--- src/rtl/core_pkg.sv ---
// Shared types and constants for the fetch front end.
package core_pkg;

  localparam int XLEN = 32;
  localparam logic [XLEN-1:0] DEFAULT_RESET_PC = 32'h0000_0000;

  typedef struct packed {
    logic [XLEN-1:0] pc;
    logic [XLEN-1:0] instr;
  } fetch_entry_t;

endpackage

--- src/rtl/fetch_fifo.sv ---
// Two-entry {pc, instr} fetch buffer with push/pop/flush; flush wins over both.
module fetch_fifo
  import core_pkg::*;
(
  input  logic         clk,
  input  logic         rst,
  input  logic         push,
  input  fetch_entry_t push_data,
  input  logic         pop,
  input  logic         flush,
  output fetch_entry_t head,
  output logic         full,
  output logic         empty,
  output logic [1:0]   count
);

  fetch_entry_t mem_q [2];
  fetch_entry_t mem_d [2];
  logic         rd_ptr_q, rd_ptr_d;
  logic         wr_ptr_q, wr_ptr_d;
  logic [1:0]   count_q, count_d;
  logic         do_push, do_pop;

  assign full  = (count_q == 2'd2);
  assign empty = (count_q == 2'd0);
  assign count = count_q;
  assign head  = mem_q[rd_ptr_q];

  always_comb begin
    mem_d    = mem_q;
    rd_ptr_d = rd_ptr_q;
    wr_ptr_d = wr_ptr_q;
    count_d  = count_q;
    do_pop   = pop && !empty;
    // A push into a full buffer is only accepted when the head leaves the same cycle.
    do_push  = push && (!full || do_pop);
    if (flush) begin
      rd_ptr_d = 1'b0;
      wr_ptr_d = 1'b0;
      count_d  = 2'd0;
    end else begin
      if (do_push) begin
        mem_d[wr_ptr_q] = push_data;
        wr_ptr_d        = ~wr_ptr_q;
      end
      if (do_pop) begin
        rd_ptr_d = ~rd_ptr_q;
      end
      count_d = count_q + 2'(do_push) - 2'(do_pop);
    end
  end

  // NOTE: the storage is reset (it is only two entries) so the head outputs read
  // zero during reset instead of X; larger RAM-style buffers would not be reset.
  always_ff @(posedge clk or negedge rst) begin
    if (!rst) begin
      for (int i = 0; i < 2; i++) mem_q[i] <= '0;
      rd_ptr_q <= 1'b0;
      wr_ptr_q <= 1'b0;
      count_q  <= 2'd0;
    end else begin
      mem_q    <= mem_d;
      rd_ptr_q <= rd_ptr_d;
      wr_ptr_q <= wr_ptr_d;
      count_q  <= count_d;
    end
  end

endmodule

--- src/rtl/instruction_fetch.sv ---
// Instruction fetch: PC sequencing, redirect handling and flow control into a
// two-entry buffer in front of a registered instruction memory.
module instruction_fetch
  import core_pkg::*;
#(
  parameter logic [XLEN-1:0] RESET_PC   = DEFAULT_RESET_PC,
  parameter int              FIFO_DEPTH = 2
) (
  input  logic            clk,
  input  logic            rst,
  output logic [XLEN-1:0] imem_addr,
  input  logic [XLEN-1:0] imem_instr,
  input  logic            redirect_valid,
  input  logic [XLEN-1:0] redirect_pc,
  output logic            if_valid,
  input  logic            if_ready,
  output logic [XLEN-1:0] if_instr,
  output logic [XLEN-1:0] if_pc
);

  logic [XLEN-1:0] pc_q, pc_d;
  logic [XLEN-1:0] req_pc_q, req_pc_d;
  logic            inflight_q, inflight_d;
  logic [XLEN-1:0] fetch_pc;
  logic [2:0]      occupancy;
  logic            issue, pop, push;
  fetch_entry_t    push_entry, head;
  logic            fifo_empty, unused_fifo_full;
  logic [1:0]      fifo_count;

  assign pop        = if_valid && if_ready;
  assign push       = inflight_q && !redirect_valid;
  assign push_entry = '{pc: req_pc_q, instr: imem_instr};
  assign fetch_pc   = redirect_valid ? (redirect_pc & ~32'h3) : pc_q;
  assign imem_addr  = {2'b00, fetch_pc[XLEN-1:2]};

  // Only issue when the buffer is guaranteed a slot for the response one cycle later.
  assign occupancy = {1'b0, fifo_count} + {2'b00, inflight_q} - {2'b00, pop};
  assign issue     = redirect_valid || (occupancy < 3'(FIFO_DEPTH));

  // NOTE: next-state is computed combinationally with blocking assignments and
  // defaults first, so every path assigns every signal and no latch is inferred.
  always_comb begin
    pc_d       = pc_q;
    req_pc_d   = req_pc_q;
    inflight_d = 1'b0;
    if (issue) begin
      pc_d       = fetch_pc + 32'd4;
      req_pc_d   = fetch_pc;
      inflight_d = 1'b1;
    end
  end

  // NOTE: sequential state uses non-blocking assignments only.
  always_ff @(posedge clk or negedge rst) begin
    if (!rst) begin
      pc_q       <= RESET_PC;
      req_pc_q   <= RESET_PC;
      inflight_q <= 1'b0;
    end else begin
      pc_q       <= pc_d;
      req_pc_q   <= req_pc_d;
      inflight_q <= inflight_d;
    end
  end

  fetch_fifo u_fifo (
    .clk       (clk),
    .rst       (rst),
    .push      (push),
    .push_data (push_entry),
    .pop       (pop),
    .flush     (redirect_valid),
    .head      (head),
    .full      (unused_fifo_full),
    .empty     (fifo_empty),
    .count     (fifo_count)
  );

  assign if_valid = !fifo_empty;
  assign if_pc    = head.pc;
  assign if_instr = head.instr;

endmodule

--- config.mk ---
export PLATFORM = sky130hd
export DESIGN_NAME = instruction_fetch
export DESIGN_NICKNAME = d
export VERILOG_FILES = /design/src/rtl/core_pkg.sv /design/src/rtl/fetch_fifo.sv /design/src/rtl/instruction_fetch.sv
export SDC_FILE = /design/constraint.sdc
export NUM_CORES = 1
export LEC_CHECK = 0
export ABC_AREA = 1
export CORE_MARGIN = 5
export CORE_UTILIZATION = 35
export DETAILED_ROUTE_END_ITERATION = 12
export SYNTH_ARGS = -nofsm -noshare
export SYNTH_HDL_FRONTEND = slang
export SYNTH_SLANG_ARGS = --single-unit
--- constraint.sdc ---
create_clock -name clk -period 6 [get_ports clk]
set_input_delay 1.2 -clock clk [delete_from_list [all_inputs] [get_ports clk]]
set_output_delay 1.2 -clock clk [all_outputs]
set_load 0.01 [all_outputs]
# Yosys cells after proc, flatten, opt, wreduce, memory -nomap -nowiden
# Index checks and enable logic that the tools add are counted.
# Widths: inputs -> output; s select.
word_totals:
  out_inout_bits: 97
  register_bits: 197
op_classes:
  add_sub_neg: 5
  n_eq_ne: 1
  n_lt_le_gt_ge: 4
  bitwise_logic: 5
  mux: 13
  reduce_logical: 14
op_table:
  columns: ["op", "n"]
  rows:
  - ["$mux 64", 4]
  - ["$bwmux 128", 1]
  - ["$demux 64 s1", 1]
  - ["$add 32x3->32 const B", 1]
  - ["$mux 32", 1]
  - ["$logic_and 1x1->1", 5]
  - ["$mux 1", 5]
  - ["$ge 2x2->1 const B", 2]
  - ["$not 1->2", 2]
  - ["$reduce_bool 2->1", 2]
  - ["$add 2x1->3", 1]
  - ["$logic_not 1->1", 3]
  - ["$lt 3x2->1 const B", 1]
  - ["$not 1->1", 3]
  - ["$sub 3x1->3", 1]
  - ["$add 2x1->2", 1]
  - ["$eq 2x2->1 const B", 1]
  - ["$logic_not 2->1", 1]
  - ["$logic_or 1x1->1", 2]
  - ["$lt 2x1->1 const B", 1]
  - ["$mux 2", 1]
  - ["$reduce_and 2->1", 1]
  - ["$sub 2x1->2", 1]

# Longest topological paths before layout
logic_depth:
  word_depth: 9
  mapped_depth: 17

# Modules after synthesis
# From an unflattened synthesis, not the netlist that was laid out.
hier_totals:
  hier_cells: 1357
  area_unflattened_um2: 10483.8
modules_own_cells:
  columns: ["module", "cells_each", "area_each_um2", "n_inst"]
  rows:
  - ["fetch_fifo", 811, 6678.9, 1]
  - ["instruction_fetch", 546, 3804.9, 1]

# Worst setup path after synthesis
# No wires, ideal clock.
synth_timing:
  path_type: "in2reg"
  from: "input port if_ready"
  to: "register pc_q[9]"
  path_slack_ps: 2938
  setup_ps: 124
  stages: 15
  arrival_time_ps: 2938
  path_buffers: 1
  cell_sequence: "nand2_1 -> inv_1 -> ha_1 -> inv_1 -> nand2_1 -> fa_1 -> inv_1 -> nand2_1 -> nand3_1 -> nand2_1 -> inv_2 -> buf_2 -> nor2_1 -> a22oi_1 -> nand2_1"
synth_via:
  elab_chain_len: 4
synth_lines:
  columns: ["item", "line_no", "text"]
  rows:
  - ["from (decl)", "instruction_fetch.sv:16", "input logic if_ready,"]
  - ["$logic_and 1x1->1", "instruction_fetch.sv:31", "assign pop = if_valid && if_ready;"]
  - ["$sub 3x1->3", "instruction_fetch.sv:38", "assign occupancy = {1'b0, fifo_count} + {2'b00, inflight_q} - {2'b00, pop};"]
  - ["$lt 3x2->1", "instruction_fetch.sv:39", "assign issue = redirect_valid || (occupancy < 3'(FIFO_DEPTH));"]
  - ["$logic_or 1x1->1", "instruction_fetch.sv:39", null]
  - ["to (signal assigned)", "instruction_fetch.sv:61", "pc_q <= pc_d;"]
  - ["to (decl)", "instruction_fetch.sv:21", "logic [XLEN-1:0] pc_q, pc_d;"]
# No other way between the ends.
# A chain may end at the register's enable or synchronous reset.

# Worst setup path after layout
layout_timing:
  from: "input port redirect_valid"
  to: "output port imem_addr[8]"
layout_via:
  elab_chain_len: 1
layout_lines:
  columns: ["item", "line_no", "text"]
  rows:
  - ["from (decl)", "instruction_fetch.sv:13", "input logic redirect_valid,"]
  - ["$mux 32", "instruction_fetch.sv:34", "assign fetch_pc = redirect_valid ? (redirect_pc & ~32'h3) : pc_q;"]
  - ["to (decl)", "instruction_fetch.sv:11", "output logic [XLEN-1:0] imem_addr,"]
# No other way between the ends.

==> impl_metrics.tcl <==
set metrics [dict create \
    outcome "completed" \
    dieArea_um2 29690 \
    coreArea_um2 25980 \
    netlist_instances 1209 \
    vias 7796 \
    seq_power_share_pct 37.0 \
    multi_input_area_um2 3699 \
    cts_setup_buffers 0 \
    tns_ns 0 \
    worst_slew_pin_slew_ns 1.072 \
    whs_ns 0.4832 \
    row_count 59 \
    drt_iter0_markers 562 \
    detail-route-antenna-nets 0 \
    holdBufCountCts 0 \
    worst_setup_path_end_kind "primary output" \
    synth_area_um2 9220 \
    synth_warnings 0 \
    hold_viol 0 \
    synth_seq_cells 189 \
    post_dp_cell_area_um2 10930 \
    nets 1407 \
    synth_top_area_share_pct 51.30 \
    relSlewSlack_pct 28.48 \
    powerDensity_nw_per_um2 502.3 \
    maxCapViolations 0 \
    first_pass_iters 5 \
    skew_ns 0.01360 \
    synth_area_leaders "dfrtp_1 51%, nand2_1 21%, o21ai_0 7.2%, inv_1 4.5%, nand3_1 2.7%" \
    hold_start "u_fifo.mem_q[24]$_DFFE_PN0P_" \
    clk_latency_ns 0.43 \
    synth.largest_area_cell "dfrtp_1" \
    synth_common_cells "505 x nand2_1, 189 x dfrtp_1, 132 x o21ai_0, 110 x inv_1, 61 x nor2_1" \
    cp-startpoint "redirect_valid" \
    path_max_fanout 30 \
    switching_share_pct 39.73 \
    port_buffers 158 \
    ys_types 37 \
    fmax_mhz 235.5 \
    synth_ff_type "dfrtp_1" \
    cts_root_buf "clkbuf_16" \
    final_area_um2 11500 \
    dpl.hpwl_um 15930 \
    area_growth_pct 24.70 \
    clkPwrFrac_pct 18.9 \
    start_kind "input pin" \
    ir_worst_vdd_v 0.0002298 \
    grt_pass1_wl_um 38940 \
    clkTransAtPathRegs_ns 0.07 \
    cts_buffers 17 \
    grt_max_degree 97 \
    yosysMostFrequentCell "nand2_1" \
    cp.arrival_ns 3.05 \
    reg2reg_slack_ns 2.58 \
    post-route-period-util_pct 70.76 \
    rsz0062_at_grt "no" \
    overflow 0 \
    power.net_switching_uw 2294 \
    period_minus_slack_ns 4.246 \
    fp.dieH_um 172.3 \
    cts_tree "done" \
    finalSetupViolCount 0 \
    postCtsResizedCells 0 \
    power_leakage_uw 0.005660 \
    track_usage_pct 16.35 \
    drc 0 \
    antenna_found_initial 0 \
    avgSynthCellArea_um2 7.626 \
    worstSetupPathType "input pin to primary output" \
    p_comb_share_pct 44.1 \
    cts_sinks 189 \
    die_x_um 172.3 \
    hold_class "register to register" \
    timing.rr.start "u_fifo.count[1]$_DFF_PN0_" \
    final_util_pct 44.25 \
    wl_per_cell_um 14.15 \
    seq_area_um2 4731 \
    io_pins 165 \
    grt_pass1_vias 7398 \
    wl_um 23820 \
    routabilityCongestion 0.8593 \
    start_util_pct 35.48 \
    synth_edf_count 0 \
    n_fill_cell 2711 \
    cts-htree-levels 4 \
    worstPathRequired_ns 4.80 \
    slew_viol_final 0 \
    p_int_uw 3481 \
    seq_area_frac_synth_pct 51.30 \
    async_reset_ff_share_pct 100.0 \
    drive_gt1_share_pct 5.865 \
    viasPerCell 4.632 \
    clk_path_buf_depth 2 \
]
-- through the flow --
step | cells | setup slack, ns | total power (uW)
floorplan | 1212 | 2.938 | 3655
global placement | 1650 | 1.622 | 4689
detailed placement | 1650 | 1.587 | 4741
CTS | 1682 | 1.754 | 5857
global route | 1682 | 1.568 | 6294
finish | 1683 | 1.754 | 5775
-- registers in the layout, indices dropped and copies added (netlist names) --
signal and flops:
inflight_q 1, pc_q 30, req_pc_q 30, u_fifo.count 2, u_fifo.mem_q 124, u_fifo.rd_ptr_q 1, u_fifo.wr_ptr_q 1
-- power by group through the flow --
| stage | registers (uW) | logic, uW | clock network [uW] |
|---|---|---|---|
| after global routing | 2210 | 2900 | 1180 |
| after CTS | 2130 | 2600 | 1130 |
| final | 2140 | 2550 | 1090 |
| after global placement | 2140 | 2550 | 0 |
| after detailed placement | 2150 | 2590 | 0 |
| after floorplan | 2090 | 1560 | 0 |
-- routing by layer --
metal / GRT usage, % / vias up / share of wire, %
met5: 0 / - / 0
li1: - / 4011 / -
met4: 3.281 / 0 / 0.61
met1: 24.82 / 3589 / 51
met3: 3.521 / 8 / 5.9
met2: 24.13 / 188 / 42
-- cells in the final DEF (no fill, tap or decap), drive strengths merged --
cell type	synthesis	layout
a21oi	13	13
a22oi	1	1
a31oi	1	1
and2	3	3
buf	34	10
clkbuf	30	19
clkdlybuf4s50	0	156
clkinv	1	7
clkinvlp	0	2
conb	1	4
dfrtp	189	189
diode	0	1
fa	1	1
ha	4	4
inv	114	120
nand2	515	515
nand3	49	49
nand4	7	7
nor2	71	71
nor3	1	1
o211ai	5	5
o21a	1	1
o21ai	162	162
o21bai	2	2
or2	3	3
xnor2	1	1
-- cells by family (layout without fill, tap and decap cells) --
group	count (synthesis)	in the layout	share of synthesized area [%]
compound gates	185	185	10.83
fa+ha+maj	5	5	0.7600
buf+inv	179	314	8.821
flops	189	189	51.30
xor+xnor	1	1	0.09501
other cells	1	5	0.04067
simple gates	649	649	28.16
-- cell type report --
type	count	area share [%]
multi-input combinational	844	32.17
tap	335	3.646
timing repair buffer	167	14.33
inverter	115	3.754
sequential	189	41.15
clock buffer	18	3.820
antenna	1	0.02177
clock inverter	14	1.110
-- worst paths after layout --
kind                                                end  cells past startpoint
max                                        imem_addr[8]                      5
max reg2reg                        pc_q[19]$_DFFE_PN0P_                     16
max in group asynchronous   u_fifo.rd_ptr_q$_DFFE_PN0P_                      2
min reg2reg                u_fifo.mem_q[24]$_DFFE_PN0P_                      2
min                        u_fifo.mem_q[24]$_DFFE_PN0P_                      2
min in group asynchronous  u_fifo.mem_q[84]$_DFFE_PN0P_                      1
-- worst max-delay path: stages --
cell	delay (ns)
buf_2	0.10
inv_1	0.77
nand2_1	0.13
nand2_1	0.25
clkdlybuf4s50_1	0.59
(Power assumes the default switching activity.)
